## config.mk

```make
export PLATFORM = sky130hd
export DESIGN_NAME = alu_exec_unit
export DESIGN_NICKNAME = d
export VERILOG_FILES = /design/src/rtl/alu_exec_unit.sv
export SDC_FILE = /design/constraint.sdc
export NUM_CORES = 1
export LEC_CHECK = 0
export CORE_ASPECT_RATIO = 0.6
export CORE_MARGIN = 4
export CORE_UTILIZATION = 50
export DETAILED_ROUTE_END_ITERATION = 10
export MAX_ROUTING_LAYER = met4
export PLACE_DENSITY = 0.73
export SLEW_MARGIN = 20
export SYNTH_ARGS = -nofsm -noshare
export SYNTH_HDL_FRONTEND = slang
export SYNTH_SLANG_ARGS = --single-unit
```

## constraint.sdc

```tcl
create_clock -name clk -period 8.9 [get_ports clk]
set_input_delay 1.78 -clock clk [delete_from_list [all_inputs] [get_ports clk]]
set_output_delay 1.78 -clock clk [all_outputs]
set_load 0.02 [all_outputs]
```

## src/rtl/alu_exec_unit.sv

```systemverilog
// ---------------------------------------------------------------------------
// alu_exec_unit
//
// Sequential 8-bit ALU execution stage feeding the flag generator. A request
// (A, B, choice) is taken over a valid/ready handshake while the unit is idle.
// Single-cycle opcodes produce their result on the next cycle. MUL runs an
// 8-iteration shift-add. The registered result and the captured request are
// held until the downstream flag stage accepts them.
//
// Optional build macro: ALU_EXEC_DIV_EN
//    When defined, opcode 10001 (DIV) runs an 8-iteration restoring divide
//    through the same iterative state as MUL. When undefined, 10001 behaves
//    like any other unsupported opcode.
//
// Ports:
//    clk, rst          rising-edge clock, synchronous active-high reset
//    in_valid/in_ready request handshake (ready only while idle)
//    A, B, choice      operands and 5-bit opcode
//    out_valid/out_ready result handshake
//    result, result_hi low byte / high byte (MUL product high, DIV remainder)
//    carry_out         carry, borrow or overflow indicator
//    out_A, out_B, out_choice  captured request, valid while out_valid=1
//    busy              unit is not idle
// ---------------------------------------------------------------------------
module alu_exec_unit #(
    parameter int WIDTH = 8
) (
    input  logic             clk,
    input  logic             rst,
    input  logic             in_valid,
    output logic             in_ready,
    input  logic [WIDTH-1:0] A,
    input  logic [WIDTH-1:0] B,
    input  logic [4:0]       choice,
    output logic             out_valid,
    input  logic             out_ready,
    output logic [WIDTH-1:0] result,
    output logic [WIDTH-1:0] result_hi,
    output logic             carry_out,
    output logic [WIDTH-1:0] out_A,
    output logic [WIDTH-1:0] out_B,
    output logic [4:0]       out_choice,
    output logic             busy
);

    localparam int CNT_W = $clog2(WIDTH);

    localparam logic [4:0] OP_ADD = 5'b00000;
    localparam logic [4:0] OP_SUB = 5'b00001;
    localparam logic [4:0] OP_MUL = 5'b00010;
    localparam logic [4:0] OP_AND = 5'b00011;
    localparam logic [4:0] OP_OR  = 5'b00100;
    localparam logic [4:0] OP_XOR = 5'b00101;
    localparam logic [4:0] OP_NOT = 5'b00110;
    localparam logic [4:0] OP_SHL = 5'b00111;
    localparam logic [4:0] OP_SHR = 5'b01000;
    localparam logic [4:0] OP_INC = 5'b01111;
    localparam logic [4:0] OP_DEC = 5'b10000;
`ifdef ALU_EXEC_DIV_EN
    localparam logic [4:0] OP_DIV = 5'b10001;
`endif

    typedef enum logic [1:0] {
        S_IDLE,
        S_ITER,
        S_DONE
    } state_t;

    state_t             state_q, state_d;
    logic [WIDTH-1:0]   a_q, a_d;
    logic [WIDTH-1:0]   b_q, b_d;
    logic [4:0]         choice_q, choice_d;
    logic [WIDTH-1:0]   result_q, result_d;
    logic [WIDTH-1:0]   resultHi_q, resultHi_d;
    logic               carry_q, carry_d;
    logic [CNT_W-1:0]   cnt_q, cnt_d;
    logic [2*WIDTH-1:0] acc_q, acc_d;
    logic [2*WIDTH-1:0] mcand_q, mcand_d;
    logic [WIDTH-1:0]   mplier_q, mplier_d;

    logic [WIDTH-1:0]   aluRes;
    logic               aluCarry;
    logic [2*WIDTH-1:0] accSum;
    logic               lastIter;

    // Handshake and status outputs come straight from the state so they are
    // glitch-free registered values for the flag stage.
    assign in_ready   = (state_q == S_IDLE);
    assign out_valid  = (state_q == S_DONE);
    assign busy       = (state_q != S_IDLE);
    assign result     = result_q;
    assign result_hi  = resultHi_q;
    assign carry_out  = carry_q;
    assign out_A      = a_q;
    assign out_B      = b_q;
    assign out_choice = choice_q;

    // Single-cycle operations are evaluated on the live request inputs so the
    // answer can be registered on the same edge that accepts the request.
    // Unsupported opcodes fall through to all-zero results.
    always_comb begin
        aluRes   = '0;
        aluCarry = 1'b0;
        case (choice)
            OP_ADD: {aluCarry, aluRes} = {1'b0, A} + {1'b0, B};
            OP_SUB: begin
                aluRes   = A - B;
                aluCarry = (A < B);
            end
            OP_AND: aluRes = A & B;
            OP_OR:  aluRes = A | B;
            OP_XOR: aluRes = A ^ B;
            OP_NOT: aluRes = ~A;
            OP_SHL: begin
                aluRes   = {A[WIDTH-2:0], 1'b0};
                aluCarry = A[WIDTH-1];
            end
            OP_SHR: begin
                aluRes   = {1'b0, A[WIDTH-1:1]};
                aluCarry = A[0];
            end
            OP_INC: begin
                aluRes   = A + WIDTH'(1);
                aluCarry = &A;
            end
            OP_DEC: begin
                aluRes   = A - WIDTH'(1);
                aluCarry = ~|A;
            end
            default: begin
                aluRes   = '0;
                aluCarry = 1'b0;
            end
        endcase
    end

`ifdef ALU_EXEC_DIV_EN
    logic [WIDTH:0]   divTrial;
    logic [WIDTH:0]   divDiff;
    logic             divGe;
    logic [WIDTH-1:0] divRem;
    logic [WIDTH-1:0] divQuo;

    // One restoring-divide step. The partial remainder lives in the low half
    // of the accumulator and the dividend shifts out of the top of the
    // multiplier register while quotient bits shift in at the bottom.
    always_comb begin
        divTrial = {acc_q[WIDTH-1:0], mplier_q[WIDTH-1]};
        divDiff  = divTrial - {1'b0, b_q};
        divGe    = (divTrial >= {1'b0, b_q});
        divRem   = divGe ? divDiff[WIDTH-1:0] : divTrial[WIDTH-1:0];
        divQuo   = {mplier_q[WIDTH-2:0], divGe};
    end
`endif

    assign accSum   = acc_q + (mplier_q[0] ? mcand_q : '0);
    assign lastIter = (cnt_q == CNT_W'(WIDTH - 1));

    // Next-state and datapath logic. Every register holds by default; the
    // idle state captures the request, the iterative state advances the
    // shift-add (or divide) by one bit per cycle, and the done state waits
    // for the flag stage to take the result.
    always_comb begin
        state_d    = state_q;
        a_d        = a_q;
        b_d        = b_q;
        choice_d   = choice_q;
        result_d   = result_q;
        resultHi_d = resultHi_q;
        carry_d    = carry_q;
        cnt_d      = cnt_q;
        acc_d      = acc_q;
        mcand_d    = mcand_q;
        mplier_d   = mplier_q;

        unique case (state_q)
            S_IDLE: begin
                if (in_valid) begin
                    a_d      = A;
                    b_d      = B;
                    choice_d = choice;
                    cnt_d    = '0;
                    acc_d    = '0;
                    mcand_d  = {{WIDTH{1'b0}}, A};
                    mplier_d = B;
                    if (choice == OP_MUL) begin
                        state_d = S_ITER;
                    end
`ifdef ALU_EXEC_DIV_EN
                    else if (choice == OP_DIV) begin
                        if (B != '0) begin
                            mplier_d = A;
                            state_d  = S_ITER;
                        end else begin
                            result_d   = '1;
                            resultHi_d = A;
                            carry_d    = 1'b1;
                            state_d    = S_DONE;
                        end
                    end
`endif
                    else begin
                        result_d   = aluRes;
                        resultHi_d = '0;
                        carry_d    = aluCarry;
                        state_d    = S_DONE;
                    end
                end
            end
            S_ITER: begin
                cnt_d = cnt_q + CNT_W'(1);
`ifdef ALU_EXEC_DIV_EN
                if (choice_q == OP_DIV) begin
                    acc_d    = {{WIDTH{1'b0}}, divRem};
                    mplier_d = divQuo;
                    if (lastIter) begin
                        result_d   = divQuo;
                        resultHi_d = divRem;
                        carry_d    = 1'b0;
                    end
                end else
`endif
                begin
                    acc_d    = accSum;
                    mcand_d  = mcand_q << 1;
                    mplier_d = mplier_q >> 1;
                    if (lastIter) begin
                        result_d   = accSum[WIDTH-1:0];
                        resultHi_d = accSum[2*WIDTH-1:WIDTH];
                        carry_d    = |accSum[2*WIDTH-1:WIDTH];
                    end
                end
                if (lastIter) begin
                    state_d = S_DONE;
                end
            end
            S_DONE: begin
                if (out_ready) begin
                    state_d = S_IDLE;
                end
            end
            default: state_d = S_IDLE;
        endcase
    end

    // State and datapath registers. Reset abandons any operation in flight
    // and clears everything the flag stage can see.
    always_ff @(posedge clk) begin
        if (rst) begin
            state_q    <= S_IDLE;
            a_q        <= '0;
            b_q        <= '0;
            choice_q   <= '0;
            result_q   <= '0;
            resultHi_q <= '0;
            carry_q    <= 1'b0;
            cnt_q      <= '0;
            acc_q      <= '0;
            mcand_q    <= '0;
            mplier_q   <= '0;
        end else begin
            state_q    <= state_d;
            a_q        <= a_d;
            b_q        <= b_d;
            choice_q   <= choice_d;
            result_q   <= result_d;
            resultHi_q <= resultHi_d;
            carry_q    <= carry_d;
            cnt_q      <= cnt_d;
            acc_q      <= acc_d;
            mcand_q    <= mcand_d;
            mplier_q   <= mplier_d;
        end
    end

endmodule

```

==> summary.md, run 1 <==
| Metric | Value |
|---|---|
| Status | `complete, no violations` |
| Int Pwr | `~0.66 mW` |
| Main synth FF type | `dfxtp_1` |
| Post-synth ARST share | `0` |
| NumNets Final | `833` |
| Starting density of the core | `0.5223` |
| Post-synthesis sequential area ratio | `0.2962` |
| Worst flop-to-flop path startpoint | `mplier_q[0]` |
| Synthesized Nets | `slightly below 800` |
| Critical Path RT | `9.15 ns` |
| Post-synth top area share | `0.2962` |
| Clk pin slew, worst setup/hold paths | `0.07 ns` |
| First-pass GRT wire length | `27990 microns` |
| Psw | `~0.3 mW` |
| CTS hold repair buffers | `0` |
| Routed len/inst | `20.30 microns` |
| Distinct cell type count after synthesis | `77` |
| Antenna cell count | `0` |
| Die H | `90.04 microns` |
| Die W | `roughly 140 microns` |
| Switching share of power | `0.3177` |
| Clock Sinks | `83` |
| F_max | `0.1976 GHz` |
| Final Core Density | `0.6102` |
| Cell taking the most area after synthesis | `dfxtp_1` |
| CTS tree | `yes` |
| Setup crit start | `choice[0]` |
| Number of antenna violations at the first check in global routing | `0` |
| Setup TNS | `0 ns` |
| Slew Limit Fails | `0` |
| P per Cell Area | `146.7 nW/um^2` |
| Post-synth EDFFs | `0` |
| Max_cap viols | `0` |
| Antenna Nets Post-Route | `0` |
| 1st-pass router iterations | `6` |
| Synth warn | `0` |
| Min-Delay Path Class | `reg2reg` |
| Vias | `between 5000 and 6000` |
| Share of cells above drive strength 1 | `0.05774` |
| Synthesized area per cell | `~7.8 sq um` |
| Pin count of the biggest net entering global routing | `84` |
| Placer Congestion | `1.052` |
| Top Ports | `66` |
| CTS Buffer Depth | `2` |
| CTS resizes | `0` |
| Setup repair bufs after CTS | `0` |
| Final Hold Viols | `0` |
| Tmin final | `5.061 ns` |
| Critical path's slowest cell | `clkdlybuf4s50_1` |
| Final period utilization | `0.5687` |
| CP max stage delay | `between 0.7 and 0.8 ns` |
| Core ar. | `~11000 sq um` |
| Final setup violation count | `0` |
| PortBufs | `65` |
| CP Capture Type | `flop` |
| Gate count after technology mapping | `719` |
| Worst EP arrival | `5.31 ns` |
| Clock share of power | `0.380` |
| Gr ovfl total | `0` |
| RSZ-0062 raised after global routing | `no` |
| CTS H-tree lvls | `3` |
| HP Start | `result_hi[3]` |
| CP Launch Type | `input port` |
| Vias per std cell | `6.249` |
| Worst skew pair latency | `between 0.3 and 0.4 ns` |
| Detailed placer's ending HPWL | `13210 microns` |
| Logic pwr share | `0.204` |
| WL final | `18290 microns` |
| Cell Area, Synth | `5609 sq um` |
| Relative slew slack | `0.2959` |
| Crit Path Category | `in2reg` |
| Die area | `13030 sq um` |
| Worst-path cell chain | `clkdlybuf4s50_1 > nor4_4 > nand2_1 > inv_1 > ha_1 > a21o_1 > a211o_1 > a2111oi_1 > o211ai_1 > o2111ai_2 > o21ai_2 > a311oi_2` |
| Max IR drop VDD | `98.28 uV` |
| Total track usage | `0.2821` |
| P_leak | `2.648 nW` |
| Most frequent cells in the layout | `nor2_1, dfxtp_1, nand2_1` |
| Worst slew pin tran | `1.052 ns` |
| Seq pwr share | `0.417` |
| Cell row count | `29` |
| Clk root buf | `clkbuf_16` |
| CTS buffer count | `9` |
| # DRC | `0` |
| Top post-synthesis cells by area | `dfxtp_1, ha_1, a21oi_1` |
| Vias in the first global route | `4988` |
| Area grow syn2layout | `16.84%` |
| Critical path fanouts, max | `17` |
| Synth Register Bits | `between 80 and 90` |
| Initial DRC Count | `579` |
| Final Skew | `0.009081 ns` |
| Commonest non-fill, non-tap cell in the layout | `nor2_1` |
[logic make-up (layout without fill, tap and decap cells)]
kind of cell,Yosys count,count (layout),synth area share
AOI/OAI and AO/OA,205,205,0.2449
xor gates and xnor gates,22,22,0.03435
adders and majority gates,52,52,0.1209
buffers and inverters,70,113,0.05331
DFF,83,83,0.2962
muxes,1,1,0.002007
and+or+nand+nor,286,286,0.2483
[cell type report]
type / count / area (sq um)
Tap cell: 139 / 173.9
Multi-Input combinational cell: 566 / 3654
Timing Repair Buffer: 69 / 675.6
Fill cell: 985 / 4187
Clock inverter: 7 / 58.81
Clock buffer: 9 / 225.2
Sequential cell: 83 / 1662
Inverter: 28 / 105.1
[flip-flops by register name, indices dropped and copies added (netlist names), 2 cells and up]
register / flops
state_q: 2
out_choice: 5
out_B: 8
mplier_q: 8
mcand_q: 16
acc_q: 16
result: 8
cnt_q: 3
out_A: 8
result_hi: 8
[routing by layer]
metal | wire (microns) | GRT usage | up-vias
met5 | 0 | - | -
met4 | 303 | 0.05047 | 0
met3 | 2121 | 0.09067 | 40
met2 | 7020 | 0.3567 | 321
met1 | 8849 | 0.4337 | 2614
li1 | - | - | 2655
[cells in the mapped netlist, types with 3 or more instances]
cell and instances:
nand4_1 3, clkbuf_1 29, o211ai_1 6, dfxtp_1 83
a2111oi_0 3, buf_2 8, nand2b_1 6, a211o_1 4
a22oi_1 22, or2_2 3, or3_1 4, o21bai_1 3
buf_6 3, o2bb2ai_1 4, nor2_1 94, or4_1 3
o21a_1 4, o22ai_1 13, and2_1 21, o21ai_0 15
ha_1 47, a311oi_1 4, and3_1 4, nor4_1 3
a31oi_1 3, a32oi_1 3, nor3b_1 3, nor3_1 28
a21oi_1 73, o21ai_1 4, a221oi_1 5, o31ai_1 4
nand2_1 75, nand3_1 14, xnor2_1 11, inv_1 27
nor2b_1 11, xor2_1 11, fa_1 4, a21o_1 5
a211oi_1 7
[power by group through the flow]
stage          combinational [mW]  sequential [mW]  clock, mW
3_3_place_gp                0.190            0.408          0
4_1_cts                     0.192            0.400      0.370
3_5_place_dp                0.191            0.408          0
5_1_grt                     0.210            0.402      0.390
2_1_floorplan               0.107            0.416          0
6_report                    0.196            0.400      0.365
[per-stage QoR]
stage          std cells  hold slack, ns  power (mW)  area, sq um  setup WS [ns]
2_1_floorplan        719          0.4367      0.5227         5609          4.664
3_3_place_gp         885          0.4399      0.5981         6267          3.730
3_5_place_dp         885          0.4448      0.5989         6267          3.575
4_1_cts              901          0.4524      0.9620         6551          3.897
5_1_grt              901          0.4719       1.002         6554          3.592
6_report             901          0.4492      0.9613         6554          3.839
[final timing paths]
kind | cells past startpoint | to | slack (ns)
worst max register to register | 9 | acc_q[15] | 5.49
worst max-delay path | 12 | result[7] | 3.84
worst min-delay path | 2 | result_hi[3] | 0.45
worst min register to register | 2 | result_hi[3] | 0.45
[critical path: cells and delay by family]
kind	cells	cell delay, ns
AOI/OAI and AO/OA	7	1.63
buffers and inverters	2	0.97
and+or+nand+nor	2	0.64
adders and majority gates	1	0.28
(Power assumes the default switching activity.)
==> inputs of run 2 (changes only) <==
--- a/config.mk
+++ b/config.mk
@@ -10,7 +10,7 @@
 export CORE_UTILIZATION = 50
 export DETAILED_ROUTE_END_ITERATION = 10
 export MAX_ROUTING_LAYER = met4
-export PLACE_DENSITY = 0.73
+export PLACE_DENSITY = 0.75
 export SLEW_MARGIN = 20
 export SYNTH_ARGS = -nofsm -noshare
 export SYNTH_HDL_FRONTEND = slang
==> constraint.sdc (replaced) <==
create_clock -name clk -period 4.6 [get_ports clk]
set_input_delay 0.92 -clock clk [delete_from_list [all_inputs] [get_ports clk]]
set_output_delay 0.92 -clock clk [all_outputs]
set_load 0.02 [all_outputs]
==> summary.md, run 2 (synthesis results as in run 1) <==
| Metric | Value |
|---|---|
| HP Start | `out_choice[2]` |
| Number of antenna violations at the first check in global routing | `0` |
| Antenna cell count | `0` |
| CP Launch Type | `input port` |
| Max IR drop VDD | `212.0 uV` |
| Power after layout | `1.909 mW` |
| First-pass GRT wire length | `29260 microns` |
| Core ar. | `10740 sq um` |
| Initial DRC Count | `approximately 560` |
| Top Ports | `66` |
| Worst skew pair latency | `0.34 ns` |
| Logic pwr share | `0.201` |
| NumNets Final | `843` |
| CTS hold repair buffers | `0` |
| Final Skew | `0.007158 ns` |
| Clock Sinks | `83` |
| FF/Latch Area | `~1700 sq um` |
| Psw | `0.5835 mW` |
| Setup TNS | `0 ns` |
| CTS tree | `yes` |
| Top Registers | `acc_q (16), mcand_q (16)` |
| Critical path fanouts, max | `9` |
| Area grow syn2layout | `18.49%` |
| Placer Congestion | `0.9814` |
| P per Cell Area | `approximately 290 nW/um^2` |
| RR Endpoint | `carry_out` |
| Final Hold Viols | `0` |
| Crit Path Category | `in2reg` |
| Vias in the first global route | `5171` |
| Vias per std cell | `~6` |
| Clock share of power | `0.392` |
| FF-to-FF path depth | `9` |
| PortBufs | `65` |
| Worst-path cell chain | `clkdlybuf4s50_1 > inv_1 > ha_1 > inv_1 > fa_1 > nand2b_1 > a21oi_1 > o21ai_0 > a21oi_1 > o21a_1 > o41ai_1 > a311oi_1` |
| CTS buffer count | `9` |
| Min-Delay Path Class | `reg2reg` |
| Clk root buf | `clkbuf_16` |
| # DRC | `0` |
| Worst slew pin tran | `1.074 ns` |
| Multi-input gate area | `3654 sq um` |
| CP Capture Type | `flop` |
| Antenna Nets Post-Route | `0` |
| Die W | `about 140 microns` |
| Metal-1 WL | `9221 microns` |
| Fillers | `956` |
| Gr ovfl total | `0` |
| Share of cells above drive strength 1 | `0.06865` |
| Reg2reg setup slack | `1.25 ns` |
| Final setup violation count | `0` |
| Vias | `5610` |
| Pin count of the biggest net entering global routing | `between 40 and 50` |
| Critical path's slowest cell | `clkdlybuf4s50_1` |
| Int Pwr | `around 1.3 mW` |
| Max_cap viols | `0` |
| Switching share of power | `0.3056` |
| Slew Limit Fails | `0` |
| CTS Buffer Depth | `2` |
| Tmin final | `3.830 ns` |
| Top sig layer | `met4` |
| WL final | `18710 microns` |
| P_leak | `approximately 2.7 nW` |
| Detailed placer's ending HPWL | `14020 microns` |
| Met2 wire len | `approximately 7500 microns` |
| Commonest non-fill, non-tap cell in the layout | `nor2_1` |
| Cell row count | `29` |
| CP max stage delay | `0.62 ns` |
| Most frequent cells in the layout | `nor2_1, dfxtp_1, nand2_1` |
| CTS H-tree lvls | `3` |
| Final period utilization | `0.8327` |
| F_max | `0.2611 GHz` |
| Hold Path Stages | `2` |
| Worst hold endpoint | `out_choice[2]` |
| Setup repair bufs after CTS | `0` |
| Critical Path RT | `about 4.8 ns` |
| Routed len/inst | `20.53 microns` |
| Die H | `around 90 microns` |
| RSZ-0062 raised after global routing | `no` |
| Seq pwr share | `0.406` |
| Starting density of the core | `0.5223` |
| Worst EP arrival | `4.01 ns` |
| 1st-pass router iterations | `5` |
| Relative slew slack | `0.2811` |
| Met3 routed WL | `1782 microns` |
| Worst flop-to-flop path startpoint | `mplier_q[0]` |
| Status | `complete, no violations` |
| CTS resizes | `0` |
| Clk pin slew, worst setup/hold paths | `roughly 0.070 ns` |
| Total track usage | `0.2925` |
| Die area | `13030 sq um` |
[run 2: cell count changes in the layout (fill, tap and decap cells not counted), sizes merged]
| cell | previous run | this run |
|---|---|---|
| clkinvlp | 1 | 3 |
| buf | 5 | 15 |
| clkbuf | 9 | 10 |
| clkinv | 2 | 0 |
| inv | 32 | 30 |
| bufinv | 0 | 1 |
[run 2: worst max-delay path: cells and delay by family]
kind                       cells  cell delay (ns)
AOI/OAI and AO/OA              6             1.53
adders and majority gates      2             0.59
buffers and inverters          3             0.89
and+or+nand+nor                1             0.10
[run 2: how the worst max path moves through the flow]
stage          startpoint   endpoint  slack, ns  cells after the start
3_5_place_dp    choice[0]  result[7]       0.47                     12
3_3_place_gp    choice[0]  result[7]       0.61                     12
2_1_floorplan   choice[2]  result[7]       1.22                     12
5_1_grt         choice[0]  result[7]       0.55                     12
6_report             A[0]  result[6]       0.77                     12
4_1_cts         choice[0]  result[7]       0.81                     12
[run 2: metrics by stage]
stage                     hold WS, ns  utilization  std cells  worst slack [ns]  area (sq um)
after global placement         0.4406       0.5905        895            0.6148          6342
after CTS                      0.4568       0.6186        911            0.8065          6644
after global routing           0.4672       0.6188        911            0.5488          6646
final                          0.4561       0.6188        911            0.7696          6646
after floorplan                0.4367            -        719             1.224          5609
after detailed placement       0.4472       0.5905        895            0.4702          6342
[run 2: power by group through the flow]
stage / Combinational, mW / Clock (mW) / Sequential (mW)
2_1_floorplan: 0.207 / 0 / 0.804
3_3_place_gp: 0.373 / 0 / 0.789
3_5_place_dp: 0.376 / 0 / 0.791
4_1_cts: 0.378 / 0.754 / 0.775
5_1_grt: 0.414 / 0.788 / 0.781
6_report: 0.385 / 0.749 / 0.776
[run 2: layout make-up]
class | instances | share of cell area
Clock buffer | 10 | 0.03445
Timing Repair Buffer | 79 | 0.1130
Sequential cell | 83 | 0.2500
Multi-Input combinational cell | 566 | 0.5497
Inverter | 28 | 0.01581
Tap cell | 139 | 0.02617
Clock inverter | 6 | 0.01092
[run 2: per-layer routing]
metal,up-vias,track usage
li1,2663,-
met1,2645,0.4511
met2,282,0.3710
met3,20,0.07900
met4,0,0.06910
met5,-,-
==> inputs of run 3 (changes only) <==
--- a/config.mk
+++ b/config.mk
@@ -10,7 +10,7 @@
 export CORE_UTILIZATION = 50
 export DETAILED_ROUTE_END_ITERATION = 10
 export MAX_ROUTING_LAYER = met4
-export PLACE_DENSITY = 0.75
+export PLACE_DENSITY = 0.73
 export SLEW_MARGIN = 20
 export SYNTH_ARGS = -nofsm -noshare
 export SYNTH_HDL_FRONTEND = slang
==> constraint.sdc (replaced) <==
create_clock -name clk -period 3.7 [get_ports clk]
set_input_delay 0.74 -clock clk [delete_from_list [all_inputs] [get_ports clk]]
set_output_delay 0.74 -clock clk [all_outputs]
set_load 0.02 [all_outputs]
==> summary.md, run 3 (synthesis results as in run 1) <==
| Metric | Value |
|---|---|
| CTS Buffer Depth | `2` |
| P_leak | `~2.8 nW` |
| Top Registers | `acc_q (16), mcand_q (16)` |
| Cell row count | `29` |
| NumNets Final | `862` |
| Top Ports | `between 60 and 70` |
| WL final | `roughly 19000 microns` |
| Die W | `about 140 microns` |
| Clk pin slew, worst setup/hold paths | `0.06 ns` |
| Crit Path Category | `in2reg` |
| CTS H-tree lvls | `3` |
| Critical path fanouts, max | `2` |
| RR Endpoint | `carry_out` |
| Final Hold Viols | `0` |
| Core ar. | `between 10000 and 15000 sq um` |
| Worst flop-to-flop path startpoint | `mplier_q[0]` |
| Status | `complete, no violations` |
| Max IR drop VDD | `226.4 uV` |
| Psw | `0.7256 mW` |
| Final Skew | `approximately 0.0096 ns` |
| Vias | `5787` |
| Antenna Nets Post-Route | `0` |
| Initial DRC Count | `632` |
| Power after layout | `~2.3 mW` |
| Tmin final | `3.429 ns` |
| Area grow syn2layout | `20.57%` |
| F_max | `0.2916 GHz` |
| CTS buffer count | `9` |
| Fillers | `925` |
| Die area | `13030 sq um` |
| FF-to-FF path depth | `10` |
| Clock Sinks | `83` |
| Worst Setup Slack, final | `0.2708 ns` |
| Most frequent cells in the layout | `nor2_1, dfxtp_1, nand2_1` |
| Clock share of power | `0.370` |
| Die H | `90.04 microns` |
| First-pass GRT wire length | `28950 microns` |
| Min-Delay Path Class | `reg2reg` |
| Worst skew pair latency | `0.35 ns` |
| Pin count of the biggest net entering global routing | `39` |
| Worst EP arrival | `3.63 ns` |
| Total track usage | `0.2891` |
| # DRC | `0` |
| Setup repair bufs after CTS | `0` |
| CTS resizes | `0` |
| Switching share of power | `0.3131` |
| Starting density of the core | `0.5223` |
| Worst slew pin tran | `0.7596 ns` |
| CTS tree | `yes` |
| Routed len/inst | `19.91 microns` |
| Logic pwr share | `0.213` |
| Max_cap viols | `0` |
| Reg2reg setup slack | `0.47 ns` |
| Pre-CTS WS | `-0.02685 ns` |
| CTS hold repair buffers | `0` |
| Int Pwr | `1.592 mW` |
| Critical Path RT | `3.90 ns` |
| CP Capture Type | `flop` |
| Final Core Density | `0.6297` |
| Share of cells above drive strength 1 | `0.08976` |
| 1st-pass router iterations | `5` |
| Setup crit start | `choice[0]` |
| HP Start | `result_hi[5]` |
| Placer Congestion | `between 1 and 1.5` |
| Final period utilization | `0.9268` |
| Commonest non-fill, non-tap cell in the layout | `nor2_1` |
| Gr ovfl total | `0` |
| Slew Limit Fails | `0` |
| RSZ-0062 raised after global routing | `no` |
| CP Launch Type | `input port` |
| Clk root buf | `clkbuf_16` |
| PortBufs | `65` |
| Seq pwr share | `0.416` |
| Relative slew slack | `0.4933` |
| Final setup violation count | `0` |
| Antenna cell count | `0` |
| Vias per std cell | `6.223` |
| Number of antenna violations at the first check in global routing | `0` |
| Vias in the first global route | `5326` |
| P per Cell Area | `342.6 nW/um^2` |
| Detailed placer's ending HPWL | `14040 microns` |
| Critical Path Sink | `result[7]` |
run 3: stage by stage:
step / setup TNS (ns) / instances / cell area [sq um] / hold slack [ns]
after floorplan: 0 / 719 / 5609 / 0.4367
after global placement: 0 / 914 / 6485 / 0.4397
after detailed placement: -0.02685 / 914 / 6485 / 0.4464
after CTS: 0 / 930 / 6763 / 0.4537
after global routing: 0 / 930 / 6763 / 0.4634
final: 0 / 930 / 6763 / 0.4559
run 3: cell type report:
cell class	count	area [sq um]	area share
clock buffer	10	229.0	0.03386
clock inverter	6	48.80	0.007216
inverter	28	105.1	0.01554
multi-input combinational	566	3651	0.5399
sequential	83	1662	0.2457
tap	139	173.9	0.02572
timing repair buffer	98	893.4	0.1321
run 3: worst min-delay path by stage:
| stage | end | slack (ns) | cells past startpoint |
|---|---|---|---|
| after floorplan | mplier_q[7] | 0.44 | 2 |
| after global placement | result_hi[2] | 0.44 | 2 |
| after detailed placement | result_hi[1] | 0.45 | 2 |
| after CTS | result_hi[1] | 0.45 | 2 |
| after global routing | result_hi[1] | 0.46 | 2 |
| final | result_hi[5] | 0.46 | 2 |
run 3: per-layer routing:
layer / share of wire / wire length (microns) / GRT usage
met1: 0.47 / 8788 / 0.4441
met2: 0.39 / 7265 / 0.3740
met3: 0.12 / 2161 / 0.07211
met4: 0.016 / 303 / 0.06677
met5: 0 / 0 / -
run 3: critical path: stages:
cell and delay, ns:
clkdlybuf4s50_1 0.46, nor4_4 0.31, nand2_1 0.11, inv_1 0.09, ha_1 0.23, a21o_1 0.20, a211o_1 0.33, a2111oi_1 0.57
or4_1 0.22, o2111ai_2 0.11, o21ai_2 0.17, a311oi_2 0.10
run 3: power by group through the flow:
stage,Combinational (mW),Sequential [mW],Clock (mW)
3_5_place_dp,0.481,0.985,0
4_1_cts,0.483,0.965,0.864
6_report,0.494,0.965,0.858
5_1_grt,0.531,0.970,0.901
2_1_floorplan,0.257,1.00,0
3_3_place_gp,0.474,0.982,0
